### src/rtl/mult32x16_pipe_pkg.sv
// Shared widths for the SID filter datapath.
// Sample and coefficient formats used by the multiplier and filter.
package mult32x16_pipe_pkg;

    localparam int SAMPLE_W  = 32;
    localparam int COEF_W    = 16;
    localparam int COEF_FRAC = 16;
    localparam int HALF_W    = 16;
    localparam int PROD_W    = 2 * HALF_W;

endpackage

### src/rtl/mult32x16_pipe_mul16x16.sv
// 16x16 combinational multiplier with per-operand signedness.
// Maps onto one SB_MAC16 block.
module mult32x16_pipe_mul16x16
    import mult32x16_pipe_pkg::*;
(
    input  logic              a_signed,
    input  logic              b_signed,
    input  logic [HALF_W-1:0] a,
    input  logic [HALF_W-1:0] b,
    output logic [PROD_W-1:0] p
);

    logic signed [HALF_W:0]   a_ext;
    logic signed [HALF_W:0]   b_ext;
    logic signed [PROD_W-1:0] prod;

    // A 17-bit signed view covers both interpretations of each operand.
    assign a_ext = {a_signed & a[HALF_W-1], a};
    assign b_ext = {b_signed & b[HALF_W-1], b};
    assign prod  = a_ext * b_ext;
    assign p     = prod;

endmodule

### src/rtl/mult32x16_pipe.sv
// Signed 32-bit sample times unsigned Q0.16 coefficient.
// Result is floor(product / 2^16), registered once.
module mult32x16_pipe
    import mult32x16_pipe_pkg::*;
(
    input  logic                clk,
    input  logic                iRstN,
    input  logic [SAMPLE_W-1:0] iLHS,
    input  logic [COEF_W-1:0]   iRHS,
    output logic [SAMPLE_W-1:0] oOut
);

    logic [PROD_W-1:0]   hi_p;
    logic [PROD_W-1:0]   lo_p;
    logic [SAMPLE_W-1:0] sum;
    logic                lo_unused;
    logic [SAMPLE_W-1:0] out_q = '0;

    mult32x16_pipe_mul16x16 u_hi (
        .a_signed (1'b1),
        .b_signed (1'b0),
        .a        (iLHS[SAMPLE_W-1:HALF_W]),
        .b        (iRHS),
        .p        (hi_p)
    );

    mult32x16_pipe_mul16x16 u_lo (
        .a_signed (1'b0),
        .b_signed (1'b0),
        .a        (iLHS[HALF_W-1:0]),
        .b        (iRHS),
        .p        (lo_p)
    );

    // Low partial product only contributes its carry into the kept bits.
    assign sum = hi_p + {{(SAMPLE_W-PROD_W+COEF_FRAC){1'b0}},
                         lo_p[PROD_W-1:COEF_FRAC]};
    assign lo_unused = ^lo_p[COEF_FRAC-1:0];

    always_ff @(posedge clk) begin
        if (!iRstN) out_q <= '0;
        else        out_q <= sum;
    end

    assign oOut = out_q;

endmodule

### config.mk
export PLATFORM = sky130hd
export DESIGN_NAME = mult32x16_pipe
export DESIGN_NICKNAME = d
export VERILOG_FILES = /design/src/rtl/mult32x16_pipe_pkg.sv /design/src/rtl/mult32x16_pipe_mul16x16.sv /design/src/rtl/mult32x16_pipe.sv
export SDC_FILE = /design/constraint.sdc
export NUM_CORES = 1
export LEC_CHECK = 0
export CAP_MARGIN = 20
export CORE_AREA = 2 2 199 181
export CTS_CLUSTER_SIZE = 20
export DETAILED_ROUTE_END_ITERATION = 12
export DIE_AREA = 0 0 201 183
export PLACE_DENSITY = 0.7
export SLEW_MARGIN = 20
export SYNTH_ARGS = -nofsm -noshare
export SYNTH_HDL_FRONTEND = slang
export SYNTH_SLANG_ARGS = --single-unit
### constraint.sdc
create_clock -name clk -period 26.7 [get_ports clk]
set_input_delay 6.675 -clock clk [delete_from_list [all_inputs] [get_ports clk]]
set_output_delay 6.675 -clock clk [all_outputs]
set_load 0.005 [all_outputs]
==> Yosys cells after proc, flatten, opt, wreduce, memory -nomap -nowiden <==
Index checks and enable logic that the tools add are counted.
{ "word_totals": {"register_bits": 32, "input_bits": 50, "out_inout_bits": 32, "wordCells": 4} }
{ "classes": {"add_sub_neg": 1, "multipliers": 2} }
{ "ops": {"columns": ["operator", "count"], "rows": [
  ["32-bit by 16-bit adder with 32-bit output", 1],
  ["16-bit by 16-bit multiplier with 32-bit output", 1],
  ["16-bit by 17-bit multiplier with 32-bit output", 1]
]} }

==> Depth between registers and ports, before layout <==
Gate-level depths: netlist (run 1).
{ "logic_depth": {"word_depth": 2, "mapped_depth": 41, "depth_no_buf": 40} }

==> Modules after synthesis <==
From an unflattened synthesis (run 1), not the netlist that was laid out.
{ "unflattened": {"cells_unflattened": 2587, "area_unflattened_um2": 23120.9} }
{ "modules_own_cells": {"columns": ["module", "n_inst", "cells_per_inst", "area_each_um2", "seq_area_each_um2"], "rows": [
  ["mult32x16_pipe_mul16x16 at u_hi", 1, 1179, 10612.7, 0.0],
  ["mult32x16_pipe_mul16x16 at u_lo", 1, 1178, 10552.6, 0.0],
  ["mult32x16_pipe", 1, 230, 1955.6, 640.6]
]} }

==> Worst setup path after synthesis (run 1) <==
Ideal clock, no wire load.
{ "synth_timing": {"path_type": "input to register", "startpoint": "input port iLHS[10]", "endpoint": "register out_q[30] (netlist: oOut[30])", "setup_time_ns": 0.072, "arrival_time_ns": 16.117, "t_required_ns": 26.628, "path_slack_ns": 10.511, "stages": 35, "n_path_buf": 1, "path_cell_list": "clkbuf_1 -> nand2_1 -> fa_1 -> fa_1 -> fa_1 -> fa_1 -> inv_1 -> fa_1 -> fa_1 -> ha_1 -> a21o_1 -> a21oi_1 -> a22o_1 -> or2_4 -> a2111o_1 -> a211oi_2 -> or3_1 -> nand3_1 -> fa_1 -> inv_1 -> fa_1 -> inv_1 -> fa_1 -> fa_1 -> fa_1 -> inv_1 -> ha_1 -> a21oi_1 -> o21ai_0 -> nor3_1 -> nor3b_1 -> a311oi_1 -> o211ai_1 -> a21oi_1 -> mux2i_1"} }
{ "synth_between": {"elab_chain_cells": 2} }
{ "synth_lines": {"columns": ["item", "line", "text"], "rows": [
  ["from (decl)", "mult32x16_pipe.sv:8", "input logic [SAMPLE_W-1:0] iLHS,"],
  ["16-bit by 16-bit multiplier with 32-bit output", "mult32x16_pipe_mul16x16.sv:20", "assign prod = a_ext * b_ext;"],
  ["32-bit by 16-bit adder with 32-bit output", "mult32x16_pipe.sv:36", "assign sum = hi_p + {{(SAMPLE_W-PROD_W+COEF_FRAC){1'b0}},"],
  ["to (signal assigned)", "mult32x16_pipe.sv:42", "else out_q <= sum;"],
  ["to (decl)", "mult32x16_pipe.sv:17", "logic [SAMPLE_W-1:0] out_q = '0;"]
]} }
Every way passes these cells.
A chain may end at the register's enable or synchronous reset.

==> Final worst setup path (run 1) <==
{ "layout_timing": {"startpoint": "input port iLHS[7]", "endpoint": "register out_q[30] (netlist: oOut[30])"} }
Same word-level chain as after synthesis.

==> flow_summary.json, run 1 <==
{
  "ys_seq_area_share_pct": 3.58,
  "cts_buffers": 5,
  "worst_ep_arrival_time_ps": 17910,
  "antenna_found_initial": 0,
  "drt_pass1_iterations": 6,
  "grt_max_degree": 33,
  "cp.required_ps": 26920,
  "areaGrowthSynthToFinish_pct": 7.71,
  "finalHoldViolCount": 0,
  "overflow": 0,
  "synth.distinct_cells": 47,
  "min_to": "oOut[30]$_SDFF_PN0_",
  "synth.net_count": 2707,
  "cts.sinks": 32,
  "yosys_warnings": 0,
  "clk_pin_slew_ps": 60,
  "multi_input_area_sq_um": 15100,
  "postRouteAntennaNets": 0,
  "worstPathMaxFanout": 16,
  "register_area_sq_um": 641,
  "path_common_cell": "fa_1",
  "worstMarginPinSlew_ps": 828,
  "setup_viol": 0,
  "slowest_delay_ps": 840,
  "rsz0062_at_grt": "no",
  "grtUsageTotal_pct": 23.9,
  "wl_per_cell_um": 16.6,
  "n_antenna_cell": 0,
  "hold_buffers": 0,
  "synthArstFlopShare_pct": 0,
  "tns_ps": 0,
  "min_path_cells": 4,
  "slew_headroom_pct": 44.6,
  "vias": 13400,
  "grt_pass1_wl_um": 71200,
  "fin_nets": 2727,
  "path_buf_inv": 6,
  "ys_seq_elements": 32,
  "io_pins": 82,
  "syn_area_per_cell_sq_um": 8.81,
  "coreArea_sq_um": 34700,
  "place_hpwl_um": 33300,
  "cts_buffer_depth": 2,
  "max_freq_mhz": 56.5,
  "worstHoldStart": "iRstN",
  "cts_root_buffer": "clkbuf_16",
  "htreeDepth": 2,
  "synth_area_sq_um": 17900,
  "status": "finished, final reports clean",
  "largest_register_ffs": 32,
  "critPathLaunchType": "input port",
  "fp.dieW_um": 201,
  "layout_common_cells": "inv_1, fa_1, nand2_1",
  "cts_tree": "yes",
  "slew_violations": 0,
  "die_y_um": 183,
  "hold_ws_ps": 7200,
  "cpLargestDelayFamily": "adder cells",
  "cts_setup_buffers": 0,
  "final_common_cell": "inv_1",
  "via_per_inst": 5.31,
  "rows": 65,
  "path_class": "input port to flop",
  "critPathSlowestCell": "clkdlybuf4s50_1",
  "drt_iter0_drc": 817,
  "finalCritPeriodShare_pct": 66.3,
  "grt_pass1_vias": 14500,
  "endpoint_kind": "flop",
  "gp_congestion": 0.952,
  "cap_violations": 0,
  "drc": 0,
  "period_needed_ps": 17690,
  "portBuffers": 81,
  "fillers": 3185,
  "initial_utilization_pct": 51.5,
  "drt-total-wl_um": 41700,
  "drive_gt1_share_pct": 1.61,
  "synth_ff_type": "dfxtp_1",
  "synth_edf_count": 0,
  "dieArea_sq_um": 36800,
  "synthCells": 2031,
  "post_cts_resize_count": 0,
  "min_path_type": "input port to flop"
}
[layout make-up]
type	instances	share of cell area, %
Multi-Input combinational cell	1434	78.5
Tap cell	469	3.05
Clock inverter	1	0.156
Clock buffer	7	0.792
Sequential cell	32	3.33
Timing Repair Buffer	97	4.81
Inverter	481	9.37
[metal layers]
metal	part of all wire [%]	wire, um	global-route usage [%]	up-vias
met5	0	0	0	-
li1	-	-	-	6031
met1	44	18300	33.6	6843
met3	7.0	2910	4.14	64
met4	2.0	820	4.95	0
met2	47	19700	39.3	461
[logic make-up (layout without fill, tap and decap cells)]
group / count (synthesis) / after routing / share of synthesized area [%]
and+or+nand+nor: 634 / 634 / 17.1
adders and majority gates: 626 / 626 / 60.7
buffers and inverters: 565 / 586 / 11.9
AOI/OAI and AO/OA: 129 / 129 / 4.58
xor gates and xnor gates: 44 / 44 / 2.15
DFF: 32 / 32 / 3.58
muxes: 1 / 1 / 0.0560
[per-stage QoR]
stage	area [sq um]	cells	setup WS [ps]	util [%]
after global placement	19100	2513	8540	55.0
after global routing	19300	2521	8440	55.5
after detailed placement	19100	2513	8840	54.9
after floorplan	17900	2031	10510	-
after CTS	19300	2521	9090	55.5
final	19300	2521	9010	55.5
[worst max-delay path by stage]
stage	start	end	slack, ps	cells after the start
floorplan	iLHS[10]	oOut[30]$_SDFF_PN0_	10510	35
global placement	iRHS[4]	oOut[30]$_SDFF_PN0_	8540	36
detailed placement	iLHS[10]	oOut[30]$_SDFF_PN0_	8840	35
CTS	iLHS[10]	oOut[30]$_SDFF_PN0_	9090	35
global route	iLHS[9]	oOut[30]$_SDFF_PN0_	8440	35
finish	iLHS[7]	oOut[30]$_SDFF_PN0_	9010	36
[cells in the mapped netlist (all sizes together), types with 9 or more instances]
| cell | n | area, sq um |
|---|---|---|
| a211oi | 9 | 72.6 |
| a21o | 18 | 135 |
| a21oi | 43 | 215 |
| and2 | 205 | 1280 |
| clkbuf | 80 | 300 |
| dfxtp | 32 | 641 |
| fa | 403 | 8070 |
| ha | 223 | 2790 |
| inv | 480 | 1800 |
| nand2 | 322 | 1210 |
| nand2b | 17 | 106 |
| nand3 | 14 | 70.1 |
| nor2 | 38 | 143 |
| nor3 | 12 | 60.1 |
| o21ai | 28 | 140 |
| xnor2 | 28 | 245 |
| xor2 | 16 | 140 |
Power of run 1 is left out: the tool's default activity adds up to more than one toggle a clock period on the data nets, which glitch-free logic cannot reach.
==> inputs of run 2 (changes only) <==
- clock period: 26.7 -> 16.4 ns (I/O delays scaled with it)
==> flow_summary.json, run 2 (synthesized netlist as in run 1, its figures left out) <==
{
  "critPathLaunchType": "input port",
  "startpoint": "iRHS[7]",
  "rsz0062_at_grt": "no",
  "layout_common_cells": "inv_1, fa_1, nand2_1",
  "min_path_cells": 4,
  "largest_register_ffs": 32,
  "coreArea_sq_um": 34700,
  "fillers": 3234,
  "path_class": "input port to flop",
  "rows": 65,
  "status": "finished, final reports clean",
  "clk_pin_slew_ps": 60,
  "cp.required_ps": 16560,
  "fin_ws_ps": 946,
  "path_common_cell": "fa_1",
  "fp.dieW_um": 201,
  "worstPathMaxFanout": 19,
  "drc": 0,
  "drt_iter0_drc": 722,
  "cts_tree": "yes",
  "fin_nets": 2729,
  "areaGrowthSynthToFinish_pct": 7.58,
  "drt_pass1_iterations": 6,
  "overflow": 0,
  "io_pins": 82,
  "gp_congestion": 0.918,
  "worstMarginPinSlew_ps": 886,
  "drive_gt1_share_pct": 1.61,
  "finalHoldViolCount": 0,
  "cts_setup_buffers": 0,
  "cts_buffer_depth": 2,
  "initial_utilization_pct": 51.5,
  "min_to": "oOut[30]$_SDFF_PN0_",
  "via_per_inst": 5.32,
  "critPathSlowestCell": "clkdlybuf4s50_1",
  "grt_pass1_vias": 14800,
  "slew_violations": 0,
  "tns_ps": 0,
  "dieArea_sq_um": 36800,
  "cts.sinks": 32,
  "placement.setup.worst_slack_ps": 818,
  "vias": 13400,
  "grtUsageTotal_pct": 24.8,
  "antenna_found_initial": 1,
  "setup_viol": 0,
  "postRouteAntennaNets": 0,
  "grt_pass1_wl_um": 73000,
  "drt-total-wl_um": 42700,
  "endpoint_kind": "flop",
  "cts_buffers": 5,
  "cap_violations": 0,
  "cts_root_buffer": "clkbuf_16",
  "period_needed_ps": 15450,
  "worstHoldStart": "iRstN",
  "grt_max_degree": 32,
  "place_hpwl_um": 36100,
  "max_freq_mhz": 64.7,
  "hold_buffers": 0,
  "slew_headroom_pct": 40.8,
  "post_cts_resize_count": 0,
  "wl_per_cell_um": 16.9,
  "final_common_cell": "inv_1",
  "min_path_type": "input port to flop",
  "finalCritPeriodShare_pct": 94.2,
  "worst_ep_arrival_time_ps": 15620,
  "htreeDepth": 2,
  "die_y_um": 183,
  "portBuffers": 81,
  "slowest_delay_ps": 1040
}
run 2: changes by cell type in the layout (fill, tap and decap cells not counted), sizes merged:
cell | before | now
bufinv | 1 | 0
clkdlybuf4s50 | 80 | 81
buf | 17 | 18
clkinv | 1 | 2
clkinvlp | 0 | 1
diode | 0 | 1
clkbuf | 7 | 5
run 2: final cells by class:
cell class / count / area, sq um / share of cell area (%)
multi-input cells: 1434 / 15100 / 78.6
inverters: 481 / 1810 / 9.38
repair buffers: 99 / 946 / 4.92
flip-flops and latches: 32 / 641 / 3.33
well taps: 469 / 587 / 3.05
clock buffers: 5 / 125 / 0.650
clock inverters: 2 / 12.5 / 0.0650
diodes: 1 / 2.50 / 0.0130
run 2: how the worst max path moves through the flow:
stage / end / cells after the start / slack, ps
detailed placement: oOut[31]$_SDFF_PN0_ / 37 / 820
global placement: oOut[31]$_SDFF_PN0_ / 37 / 790
finish: oOut[31]$_SDFF_PN0_ / 36 / 950
floorplan: oOut[30]$_SDFF_PN0_ / 35 / 2790
global route: oOut[31]$_SDFF_PN0_ / 37 / 410
CTS: oOut[31]$_SDFF_PN0_ / 37 / 1080
run 2: per-stage QoR:
stage	cell area [sq um]	utilization [%]	hold slack, ps	cells
2_1_floorplan	17900	-	4220	2031
3_3_place_gp	19100	55.0	4800	2515
3_5_place_dp	19100	55.0	4800	2515
4_1_cts	19200	55.4	4580	2522
5_1_grt	19200	55.4	4630	2522
6_report	19200	55.4	4590	2523
run 2: critical path: cells and delay by family:
kind            cells  cell delay, ps
fa+ha+maj          13            5960
compound gates      8            2690
xor+xnor            1             170
simple gates        6             940
buf+inv             8            1740
run 2: routing by layer:
metal  vias up  GRT usage, %  part of all wire (%)
met4         2          6.61                   2.1
met5         -             0                 0.019
li1       6042             -                     -
met3        71          3.55                   6.4
met1      6896          33.7                    43
met2       402          41.7                    48
Power of run 2 is left out for the same reason.
